### config.mk
export PLATFORM = sky130hd
export DESIGN_NAME = rr_arbiter
export DESIGN_NICKNAME = d
export VERILOG_FILES = /design/src/rtl/arb_pkg.sv /design/src/rtl/pry2oht.sv /design/src/rtl/rr_arbiter.sv
export SDC_FILE = /design/constraint.sdc
export NUM_CORES = 1
export LEC_CHECK = 0
export BUFFER_PORTS_ARGS = -buffer_cell sky130_fd_sc_hd__buf_2
export CAP_MARGIN = 30
export CORE_MARGIN = 2
export CORE_UTILIZATION = 45
export CTS_CLUSTER_SIZE = 10
export DETAILED_ROUTE_END_ITERATION = 10
export PLACE_DENSITY = 0.74
export SLEW_MARGIN = 5
export SYNTH_ARGS = -nofsm -noshare
export SYNTH_HDL_FRONTEND = slang
export SYNTH_SLANG_ARGS = --single-unit
### constraint.sdc
create_clock -name clk -period 1.68 [get_ports clk]
set_input_delay 0.168 -clock clk [delete_from_list [all_inputs] [get_ports clk]]
set_output_delay 0.168 -clock clk [all_outputs]
set_load 0.03 [all_outputs]
### src/rtl/arb_pkg.sv
// Shared types for the round-robin arbiter.
package arb_pkg;

    typedef enum logic {
        IDLE = 1'b0,
        BUSY = 1'b1
    } arb_state_t;

endpackage

### src/rtl/pry2oht.sv
// Priority-to-one-hot converter: keeps only the lowest-index set bit of the input.
module pry2oht #(
    parameter int unsigned WIDTH          = 4,
    parameter int unsigned SPLIT          = 2,
    parameter int unsigned IMPLEMENTATION = 0
) (
    input  logic [WIDTH-1:0] pry,
    output logic [WIDTH-1:0] oht,
    output logic             vld
);

    assign vld = |pry;

    if (IMPLEMENTATION == 0) begin : g_loop
        logic found;

        always_comb begin
            oht   = '0;
            found = 1'b0;
            for (int i = 0; i < int'(WIDTH); i++) begin
                if (pry[i] && !found) begin
                    oht[i] = 1'b1;
                    found  = 1'b1;
                end
            end
        end

    end else if (IMPLEMENTATION == 1) begin : g_vector
        // Two-level tree: groups of SPLIT bits, each bit blocked by any lower
        // group or any lower bit inside its own group.
        localparam int unsigned NGRP = (WIDTH + SPLIT - 1) / SPLIT;
        localparam int unsigned PAD  = NGRP * SPLIT - WIDTH;

        logic [NGRP*SPLIT-1:0] pry_pad;
        logic [NGRP-1:0]       grp_any;

        if (PAD > 0) begin : g_pad
            assign pry_pad = {{PAD{1'b0}}, pry};
        end else begin : g_nopad
            assign pry_pad = pry;
        end

        for (genvar g = 0; g < int'(NGRP); g++) begin : g_grp
            assign grp_any[g] = |pry_pad[g*SPLIT +: SPLIT];
        end

        for (genvar i = 0; i < int'(WIDTH); i++) begin : g_bit
            localparam int unsigned GI = i / SPLIT;
            localparam int unsigned OI = i % SPLIT;
            if (GI == 0 && OI == 0) begin : g_first
                assign oht[i] = pry[i];
            end else if (OI == 0) begin : g_grp_head
                assign oht[i] = pry[i] & ~(|grp_any[GI-1:0]);
            end else if (GI == 0) begin : g_grp0
                assign oht[i] = pry[i] & ~(|pry[i-1:0]);
            end else begin : g_inner
                assign oht[i] = pry[i] & ~(|grp_any[GI-1:0]) & ~(|pry[i-1:i-OI]);
            end
        end

        logic unused_pad;
        assign unused_pad = ^pry_pad;

    end else begin : g_adder
        // Two's-complement trick: x & -x isolates the lowest set bit.
        localparam logic [WIDTH-1:0] ONE = WIDTH'(1);
        assign oht = pry & (~pry + ONE);
    end

endmodule

### src/rtl/rr_arbiter.sv
// Registered round-robin arbiter; grants are held across multi-beat transfers
// closed by a last beat, and the rotating mask advances only at transfer end.
module rr_arbiter
    import arb_pkg::*;
#(
    parameter int unsigned WIDTH          = 4,
    parameter int unsigned SPLIT          = 2,
    parameter int unsigned IMPLEMENTATION = 0
) (
    input  logic                     clk,
    input  logic                     rst_n,
    input  logic [WIDTH-1:0]         req,
    input  logic                     ack,
    input  logic                     lst,
    output logic [WIDTH-1:0]         gnt,
    output logic                     vld,
    output logic [$clog2(WIDTH)-1:0] idx
);

    localparam int unsigned IW = $clog2(WIDTH);
    localparam logic [WIDTH-1:0] ONE = WIDTH'(1);

    arb_state_t       state;
    logic [WIDTH-1:0] msk;
    logic [WIDTH-1:0] msk_nxt;
    logic [WIDTH-1:0] msk_use;
    logic [WIDTH-1:0] req_msk;
    logic [WIDTH-1:0] oht_msk;
    logic [WIDTH-1:0] oht_all;
    logic [WIDTH-1:0] win;
    logic [IW-1:0]    win_idx;
    logic             vld_msk;
    logic             vld_all;
    logic             xfer_end;

    assign xfer_end = (state == BUSY) && ack && lst;

    // Bits strictly above the granted one: ~((gnt << 1) - 1). Empty for the top index.
    assign msk_nxt = ~((gnt << 1) - ONE);
    assign msk_use = xfer_end ? msk_nxt : msk;
    assign req_msk = req & msk_use;

    pry2oht #(
        .WIDTH          (WIDTH),
        .SPLIT          (SPLIT),
        .IMPLEMENTATION (IMPLEMENTATION)
    ) u_pry_msk (
        .pry (req_msk),
        .oht (oht_msk),
        .vld (vld_msk)
    );

    pry2oht #(
        .WIDTH          (WIDTH),
        .SPLIT          (SPLIT),
        .IMPLEMENTATION (IMPLEMENTATION)
    ) u_pry_all (
        .pry (req),
        .oht (oht_all),
        .vld (vld_all)
    );

    // Unmasked fallback wraps priority back to the lowest-index requester.
    assign win = vld_msk ? oht_msk : oht_all;

    always_comb begin
        win_idx = '0;
        for (int i = 0; i < int'(WIDTH); i++) begin
            if (win[i]) begin
                win_idx = win_idx | IW'(i);
            end
        end
    end

    always_ff @(posedge clk or negedge rst_n) begin
        if (!rst_n) begin
            state <= IDLE;
            msk   <= '1;
            gnt   <= '0;
            vld   <= 1'b0;
            idx   <= '0;
        end else begin
            unique case (state)
                IDLE: begin
                    if (vld_all) begin
                        state <= BUSY;
                        gnt   <= win;
                        vld   <= 1'b1;
                        idx   <= win_idx;
                    end
                end
                BUSY: begin
                    if (xfer_end) begin
                        msk <= msk_nxt;
                        if (vld_all) begin
                            gnt <= win;
                            idx <= win_idx;
                        end else begin
                            state <= IDLE;
                            gnt   <= '0;
                            vld   <= 1'b0;
                            idx   <= '0;
                        end
                    end
                end
                default: begin
                    state <= IDLE;
                end
            endcase
        end
    end

endmodule

### Word-level counts from Yosys, hierarchy flattened

Cells that the tools add are included.

| storage, ports and cells | value |
|---|---|
| register bits | 12 |
| input bits | 8 |
| output and inout port bits | 7 |
| word-level logic and storage cells | 62 |

| operators by class | value |
|---|---|
| $add $sub $neg | 1 |
| equality and inequality tests | 3 |
| multiplexer cells | 32 |
| bitwise gates (word level) | 3 |
| reduce and logical (&&, ||, !) cells | 18 |

Operators by type and width:

| operator | count |
|---|---|
| 4-bit 2-to-1 mux | 5 |
| 1-bit 2-to-1 mux | 18 |
| 2-bit 2-to-1 mux | 5 |
| 1-bit logical AND | 8 |
| 4-bit case mux with 2 select lines | 1 |
| 4-bit OR reduction | 2 |
| 1-bit zero test | 6 |
| 4-bit bitwise AND | 1 |
| 2-bit by 1-bit != test with 1-bit output, second input constant | 2 |
| 4-bit NOT | 1 |
| 1-bit case mux with 2 select lines | 2 |
| 2-bit case mux with 2 select lines | 1 |
| 4-bit by 1-bit subtractor with 4-bit output, second input constant | 1 |
| 3-bit AND reduction | 1 |
| 2-bit != test, second input constant | 1 |
| 2-bit AND reduction | 1 |
| 1-bit NOT | 1 |

### Depth between registers and ports, before layout

Gate-level depths: netlist of run 1.

| logic depth | value |
|---|---|
| word-level depth | 21 |
| depth in mapped cells | 6 |

### Cells and area by module

From an unflattened synthesis of run 1, not the netlist that was laid out.

| unflattened totals | value |
|---|---|
| cell total of the unflattened synthesis | 60 |
| area, all modules | 701.9 um^2 |

Modules (own cells, without submodules):

| module | times used | cells an instance | area each (um^2) | sequential area each (um^2) |
|---|---|---|---|---|
| rr_arbiter | 1 | 50 | 626.9 | 305.3 |
| pry2oht | 2 | 5 | 37.5 | 0.0 |

### Worst setup path after synthesis of run 1

Ideal clock, no wire load.

| timing | value |
|---|---|
| path type | register to register |
| start | register gnt[0] |
| end | register idx[0] |
| setup time | 0.087 ns |
| data arrival time | 1.662 ns |
| data required time | 1.593 ns |
| setup slack | -0.069 ns |
| cell stages (with the launch flop) | 7 |
| clock period less this slack | 1.749 ns |
| path through | dfrtp_1 -> inv_1 -> ha_1 -> xor2_1 -> o22ai_1 -> o311a_1 -> o211ai_1 |

| between the ends | value |
|---|---|
| longest elaborated chain between the ends | 17 |

Ends and longest elaborated chain:

| what | line | text |
|---|---|---|
| start, declared | rr_arbiter.sv:15 | `output logic [WIDTH-1:0] gnt,` |
| start signal, assigned | rr_arbiter.sv:87 | `gnt <= win;` |
| start signal, assigned | rr_arbiter.sv:96 | `gnt <= win;` |
| 4-bit by 1-bit subtractor with 4-bit output * | rr_arbiter.sv:39 | `assign msk_nxt = ~((gnt << 1) - ONE);` |
| 4-bit NOT * | rr_arbiter.sv:39 |  |
| 4-bit 2-to-1 mux * | - |  |
| 4-bit bitwise AND * | rr_arbiter.sv:41 | `assign req_msk = req & msk_use;` |
| 1-bit logical AND | pry2oht.sv:21 | `if (pry[i] && !found) begin` |
| 1-bit 2-to-1 mux | pry2oht.sv:21 |  |
| 1-bit zero test | pry2oht.sv:21 |  |
| 1-bit logical AND | pry2oht.sv:21 |  |
| 1-bit 2-to-1 mux | pry2oht.sv:21 |  |
| 1-bit zero test | pry2oht.sv:21 |  |
| 1-bit logical AND | pry2oht.sv:21 |  |
| 1-bit 2-to-1 mux | pry2oht.sv:21 |  |
| 4-bit 2-to-1 mux * | rr_arbiter.sv:64 | `assign win = vld_msk ? oht_msk : oht_all;` |
| 2-bit 2-to-1 mux * | rr_arbiter.sv:69 | `if (win[i]) begin` |
| 2-bit 2-to-1 mux | rr_arbiter.sv:95 | `if (vld_all) begin` |
| 2-bit 2-to-1 mux | rr_arbiter.sv:93 | `if (xfer_end) begin` |
| 2-bit case mux with 2 select lines * | rr_arbiter.sv:83 | `unique case (state)` |
| end signal, assigned | rr_arbiter.sv:89 | `idx <= win_idx;` |
| end signal, assigned | rr_arbiter.sv:97 | `idx <= win_idx;` |
| end, declared | rr_arbiter.sv:17 | `output logic [$clog2(WIDTH)-1:0] idx` |

Mark *: on every way between the ends. The rest lies on a longest branch, timed or not. The select of a mux whose other input is x is not followed.
A chain may end at the register's enable or synchronous reset.

### Worst setup path in the final report of run 1

| timing | value |
|---|---|
| start | register gnt[1] |
| end | register idx[1] |

| between the ends | value |
|---|---|
| longest elaborated chain between the ends | 14 |

Ends and longest elaborated chain:

| what | line |
|---|---|
| 4-bit by 1-bit subtractor with 4-bit output * | rr_arbiter.sv:39 |
| 4-bit NOT * | rr_arbiter.sv:39 |
| 4-bit 2-to-1 mux * | - |
| 4-bit bitwise AND * | rr_arbiter.sv:41 |
| 1-bit logical AND | pry2oht.sv:21 |
| 1-bit 2-to-1 mux | pry2oht.sv:21 |
| 1-bit zero test | pry2oht.sv:21 |
| 1-bit logical AND | pry2oht.sv:21 |
| 1-bit 2-to-1 mux | pry2oht.sv:21 |
| 4-bit 2-to-1 mux * | rr_arbiter.sv:64 |
| 2-bit 2-to-1 mux * | rr_arbiter.sv:69 |
| 2-bit 2-to-1 mux | rr_arbiter.sv:95 |
| 2-bit 2-to-1 mux | rr_arbiter.sv:93 |
| 2-bit case mux with 2 select lines * | rr_arbiter.sv:83 |

Marks and branches as above.

==> flow_summary.toml, run 1 <==
[run]
max-cap-violations = 0

[global_route]
grt_overflow_total = 0
grt_antenna_before_repair = 0
grt_max_degree = 13
grt.total_usage_pct = 18.77
grt_pass1_vias = 581
grt_pass1_wl_mm = 2.504

[clock_network]
insertion_delay_ps = 280
cts_tree = "done"
cts_buffer_depth = 2
clk_root_buffer_cell = "clkbuf_4"
clk_pin_slew_worst_paths_ps = 80
h-tree-depth = 1
cts_buffers = 3
clock_sinks = 12

[timing]
maxSlewViolCount = 0
slew_headroom_pct = 78.50
tightest_slew_ps = 320.3
rsz0062_at_grt = "no"
finClkSkew_ps = 0.7842
tns_ps = 0
report.final.setup_viol = 0
hold-worst-slack_ps = 206.3
setup_slack_ps = 104.9
min_period_ps = 1575
hold_viol = 0
fmax_mhz = 634.9
period_share_pct = 93.76

[floorplanning]
die-area_sq_um = 1815
die_h_um = 42.61
die_x_um = 42.61
rows = 13
num_io_pins = 15
design.core.area_sq_um = 1350
start_util_pct = 49.68

[final_layout]
layout_common_cells = "nand2_1, buf_2, dfrtp_1, inv_1"
antenna_cells = 0
instances_no_fill = 104
stdcell_area_sq_um = 835.8
postLayoutCoreUtil_pct = 61.91
area_delta_synth_final_pct = 24.63
final_common_cell = "nand2_1"
nets = 99
drive_gt1_share_pct = 39.33

[synthesis]
async_flop_share_pct = 100.0
synth_edf_count = 0
synth_warnings = 0
syn_area_sq_um = 670.6
syn_avg_cell_area_sq_um = 9.719
synth-seq-area-share_pct = 45.52
synth_nets = 78
synthFlopType = "dfrtp_1"
synthCells = 69
ys_ff_latch = 12
ys_types = 30

[outcome]
status = "completed"

[detailed_routing]
wl_per_cell_um = 14.00
wirelength_mm = 1.456
num_vias = 593
first_pass_iters = 5
antenna_left = 0
drt_iter0_drc = 22
drc = 0
via_per_inst = 5.702

[pwr]
ir_worst_vdd_uv = 635.7
powerDensity_nw_per_um2 = 1343
fin_total_pwr_mw = 1.123
p_leak_nw = 0.4059

[place]
dpl_cell_area_sq_um = 762.0
placedCellCount = 99
port_buffers = 14
pre_cts_slack_ps = 70.36
dp_hpwl_mm = 1.074
place_congestion = 0.9009

[hold_path]
hold_start = "req[0]"
worstHoldPathType = "input pin to flop"
worstHoldPathCells = 3
min_to = "gnt[0]"

[setup_path]
endpoint_kind = "flop"
r2r_cells = 6
required_ps = 1900
path_cells = "inv_1 -> ha_2 -> xor2_4 -> o221ai_1 -> a311oi_1 -> nand3b_1"
timing.rr.start = "gnt[1]"
reg2reg_slack_ps = 100
cp_max_fo = 4
crit_slowest_cell = "dfrtp_2"
critical_path_class = "flop to flop"
r2r_end = "idx[1]"
start_kind = "flop"
arrival_ps = 1790
worst_path_largest_cell_delay_ps = 420
cells in the mapped netlist, drive strengths merged, types with 2 or more instances:
cell	count	area [sq um]
dfstp	4	105.1
buf	2	22.52
nand3	4	20.02
o211ai	3	27.52
nand2	18	67.56
o21ai	2	10.00
inv	5	18.77
nand3b	2	15.01
a211o	2	17.52
mux2i	2	20.02
dfrtp	8	200.2
critical path: cells and delay by family (launching register included):
family                     cells  cell delay [ps]
AOI/OAI and AO/OA              2              490
xor gates and xnor gates       1              190
adders and majority gates      1              210
buffers and inverters          1               60
DFF                            1              420
and+or+nand+nor                1              160
logic make-up after synthesis:
group	share of synthesized area, %
fa+ha+maj	1.865
compound gates	19.59
mux	5.223
simple gates	20.34
flops	45.52
xor+xnor	1.306
buf+inv	6.157
metal layers:
layer | global-route usage [%] | wire [um]
met1 | 23.39 | 666
met2 | 30.46 | 699
met3 | 2.586 | 57
met4 | 11.25 | 32
met5 | 0 | 0
registers in the layout, indices dropped and copies added (netlist names):
signal,flops
gnt,4
idx,2
msk,4
state,1
vld,1
power breakdown:
part | total [mW] | switching, mW | leakage, nW | internal [mW]
logic | 0.449 | 0.271 | 0.247 | 0.178
clock network | 0.236 | 0.104 | 0.0210 | 0.132
registers | 0.438 | 0.0508 | 0.138 | 0.387
worst max-delay path by stage:
stage                  end   start  cells after the start  slack, ps
global placement    idx[1]  gnt[1]                      6         90
detailed placement  idx[1]  gnt[1]                      6         70
global route        idx[0]  gnt[1]                      6          8
CTS                 idx[1]  gnt[1]                      6         60
finish              idx[1]  gnt[1]                      6        100
floorplan           idx[0]  gnt[0]                      6         30
layout make-up:
cell class                      count  area (sq um)
Multi-Input combinational cell     50         351.6
Fill cell                         115         514.2
Timing Repair Buffer               18         102.6
Tap cell                           15         18.77
Sequential cell                    12         307.8
Clock buffer                        4         36.28
Inverter                            5         18.77
what timing repair did:
action / CTS / global route
endpoints found under the hold margin: 8 / 0
hold buffers: 1 / 0
endpoints found under the setup margin: 0 / 3
setup buffers: 0 / 0
gates resized for setup: 0 / 4
Note: power is estimated with default switching activity, not from simulation.
==> run 2: changes to the inputs <==
--- a/config.mk
+++ b/config.mk
@@ -5,6 +5,7 @@
 export SDC_FILE = /design/constraint.sdc
 export NUM_CORES = 1
 export LEC_CHECK = 0
+export ABC_AREA = 1
 export BUFFER_PORTS_ARGS = -buffer_cell sky130_fd_sc_hd__buf_2
 export CAP_MARGIN = 30
 export CORE_MARGIN = 2
@@ -12,6 +13,7 @@
 export CTS_CLUSTER_SIZE = 10
 export DETAILED_ROUTE_END_ITERATION = 10
 export PLACE_DENSITY = 0.74
+export REMOVE_ABC_BUFFERS = 1
 export SLEW_MARGIN = 5
 export SYNTH_ARGS = -nofsm -noshare
 export SYNTH_HDL_FRONTEND = slang
==> run 2 against run 1 <==
Non-clock buffer count is 3 lower. Synthesized cell count is 43% higher. Sequential share of layout area is 0.57 points lower. Clock power hardly changed. Fmax is 8.9% higher. Worst hold slack better by 42 ps. Critical endpoint is now gnt[2].
==> flow_summary.toml, run 2 <==
[pwr]
switching_power_mw = 0.6835
fin_total_pwr_mw = 1.492
p_leak_nw = 0.5109
pwr-share-clk_pct = 15.6
p_seq_share_pct = 34.2
powerDensity_nw_per_um2 = 1772
p_sw_share_pct = 45.81
p_int_mw = 0.8085
ir_worst_vdd_uv = 892.4
combPwrFrac_pct = 50.1

[timing]
finClkSkew_ps = 1.595
period_share_pct = 86.13
hold_viol = 0
setup_slack_ps = 233.0
slew_headroom_pct = 82.45
rsz0062_at_grt = "no"
hold-worst-slack_ps = 248.0
maxSlewViolCount = 0
report.final.setup_viol = 0
tns_ps = 0
fmax_mhz = 691.1
tightest_slew_ps = 263.2
min_period_ps = 1447

[final_layout]
stdcell_area_sq_um = 842.1
final_common_cell = "nand2_1"
layout_common_cells = "nand2_1, inv_1, buf_2, dfrtp_1, nand3_1"
postLayoutCoreUtil_pct = 56.55
nets = 128
largest_registers = "gnt x4, msk x4, idx x2"
instances_no_fill = 134
num-fill-cells = 139
antenna_cells = 0
area_delta_synth_final_pct = 19.33
drive_gt1_share_pct = 26.27

[synthesis]
syn_avg_cell_area_sq_um = 7.128
syn_area_sq_um = 705.7
synth_top_area_share_pct = 28.37
synth-seq-area-share_pct = 43.26
synth_area_leader_cell = "dfrtp_1"
ys_ff_latch = 12
ys_top_cells_by_count = "nand2_1, inv_1, dfrtp_1"
async_flop_share_pct = 100.0
synthFlopType = "dfrtp_1"
synth_edf_count = 0
yosys-top-cells-area = "dfrtp_1, nand2_1, dfstp_2"
synthCells = 99
ys_types = 18
synth_warnings = 0
synth_most_common_cell = "nand2_1"

[setup_path]
required_ps = 1900
path_cells = "inv_1 -> ha_1 -> inv_1 -> nand2_1 -> nand2_1 -> nand2_1 -> nand3_1 -> nand2_1 -> nor2_2 -> nand2_1 -> nand2_1 -> nand2_1 -> nand2_1"
cp_max_fo = 4
endpoint_kind = "flop"
crit_family = "simple AND/OR/NAND/NOR gates"
arrival_ps = 1670
critical_path_class = "flop to flop"
worst_path_largest_cell_delay_ps = 380
crit_buf_inv = 2
worst_path_most_repeated_cell = "nand2_1"
start_kind = "flop"
crit_slowest_cell = "dfrtp_1"
reg2reg_slack_ps = 230

[clock_network]
insertion_delay_ps = 280
cts_buffer_depth = 2
cts_buffers = 3
cts_tree = "done"
ctsResizeCount = 0
clock_sinks = 12
clk_root_buffer_cell = "clkbuf_4"
post_cts_buffers = 0
clk_pin_slew_worst_paths_ps = 80
h-tree-depth = 1

[floorplanning]
start_util_pct = 47.39
num_io_pins = 15
design.core.area_sq_um = 1489
die-area_sq_um = 1901
rows = 14
die_h_um = 43.60
die_x_um = 43.60

[detailed_routing]
wl_per_cell_um = 9.896
drc = 0
via_per_inst = 4.776
wirelength_mm = 1.326
first_pass_iters = 4
antenna_left = 0
num_vias = 640
drt_iter0_drc = 6

[global_route]
grt_antenna_before_repair = 0
grt_pass1_wl_mm = 2.366
grt_overflow_total = 0
grt_pass1_vias = 622
grt_max_degree = 13
grt.total_usage_pct = 17.07

[hold_path]
worstHoldPathType = "input pin to flop"

[place]
place_congestion = 0.8190
dpl_cell_area_sq_um = 795.8
placedCellCount = 129
port_buffers = 14
dp_hpwl_mm = 1.070
pre_cts_slack_ps = 248.8

[outcome]
status = "completed"

[run]
max-cap-violations = 0
## run 2: changes by cell type in the layout (fill, tap and decap cells not counted), moves of 3 or more
cell     change
nor2_1       +4
nand3_1      +3
inv_1       +12
a21oi_1      +3
buf_4        -3
nand2_1     +21
## run 2: layout make-up
type / count / area (sq um) / area share, %
multi-input cells: 68 / 329.1 / 39.08
flip-flops and latches: 12 / 305.3 / 36.26
repair buffers: 15 / 80.08 / 9.510
inverters: 19 / 71.32 / 8.470
clock buffers: 4 / 36.28 / 4.309
well taps: 16 / 20.02 / 2.377
## run 2: layer usage
metal  global-route usage [%]  up-vias  wire length (um)
met4                    12.73        0                47
met2                    28.53       11               593
met1                    20.26      280               655
met5                        0        -                 0
met3                    1.250        5                30
li1                         -      344                 -
## run 2: worst min-delay path, delay by kind of cell
family	cells	cell delay, ps
buffers and inverters	2	180
AND/OR/NAND/NOR	3	180
## run 2: timing repair
action / CTS / global route
setup endpoints to repair: 0 / 0
hold buffers: 1 / 0
endpoints found under the hold margin: 8 / 0
## run 2: cell families after synthesis
group,Yosys count,synth area share [%]
AND/OR/NAND/NOR,62,40.96
AO/OA/AOI/OAI,5,3.900
buffers and inverters,19,10.11
adder cells (fa/ha/maj),1,1.773
flip-flops,12,43.26
## run 2: final timing paths
check	from	cells past startpoint	to
setup / recovery	gnt[0]	13	gnt[2]
hold / removal	ack	5	msk[3]
setup reg to reg	gnt[0]	13	gnt[2]
hold reg to reg	msk[0]	2	msk[0]
max in group asynchronous	rst_n	2	msk[0]
min in group asynchronous	rst_n	2	idx[1]
## run 2: power groups by stage
stage / registers, mW / clock network (mW) / logic [mW]
floorplan: 0.659 / 0 / 0.424
global placement: 0.512 / 0 / 0.742
detailed placement: 0.519 / 0 / 0.748
CTS: 0.513 / 0.236 / 0.755
global route: 0.529 / 0.249 / 0.845
finish: 0.511 / 0.233 / 0.748
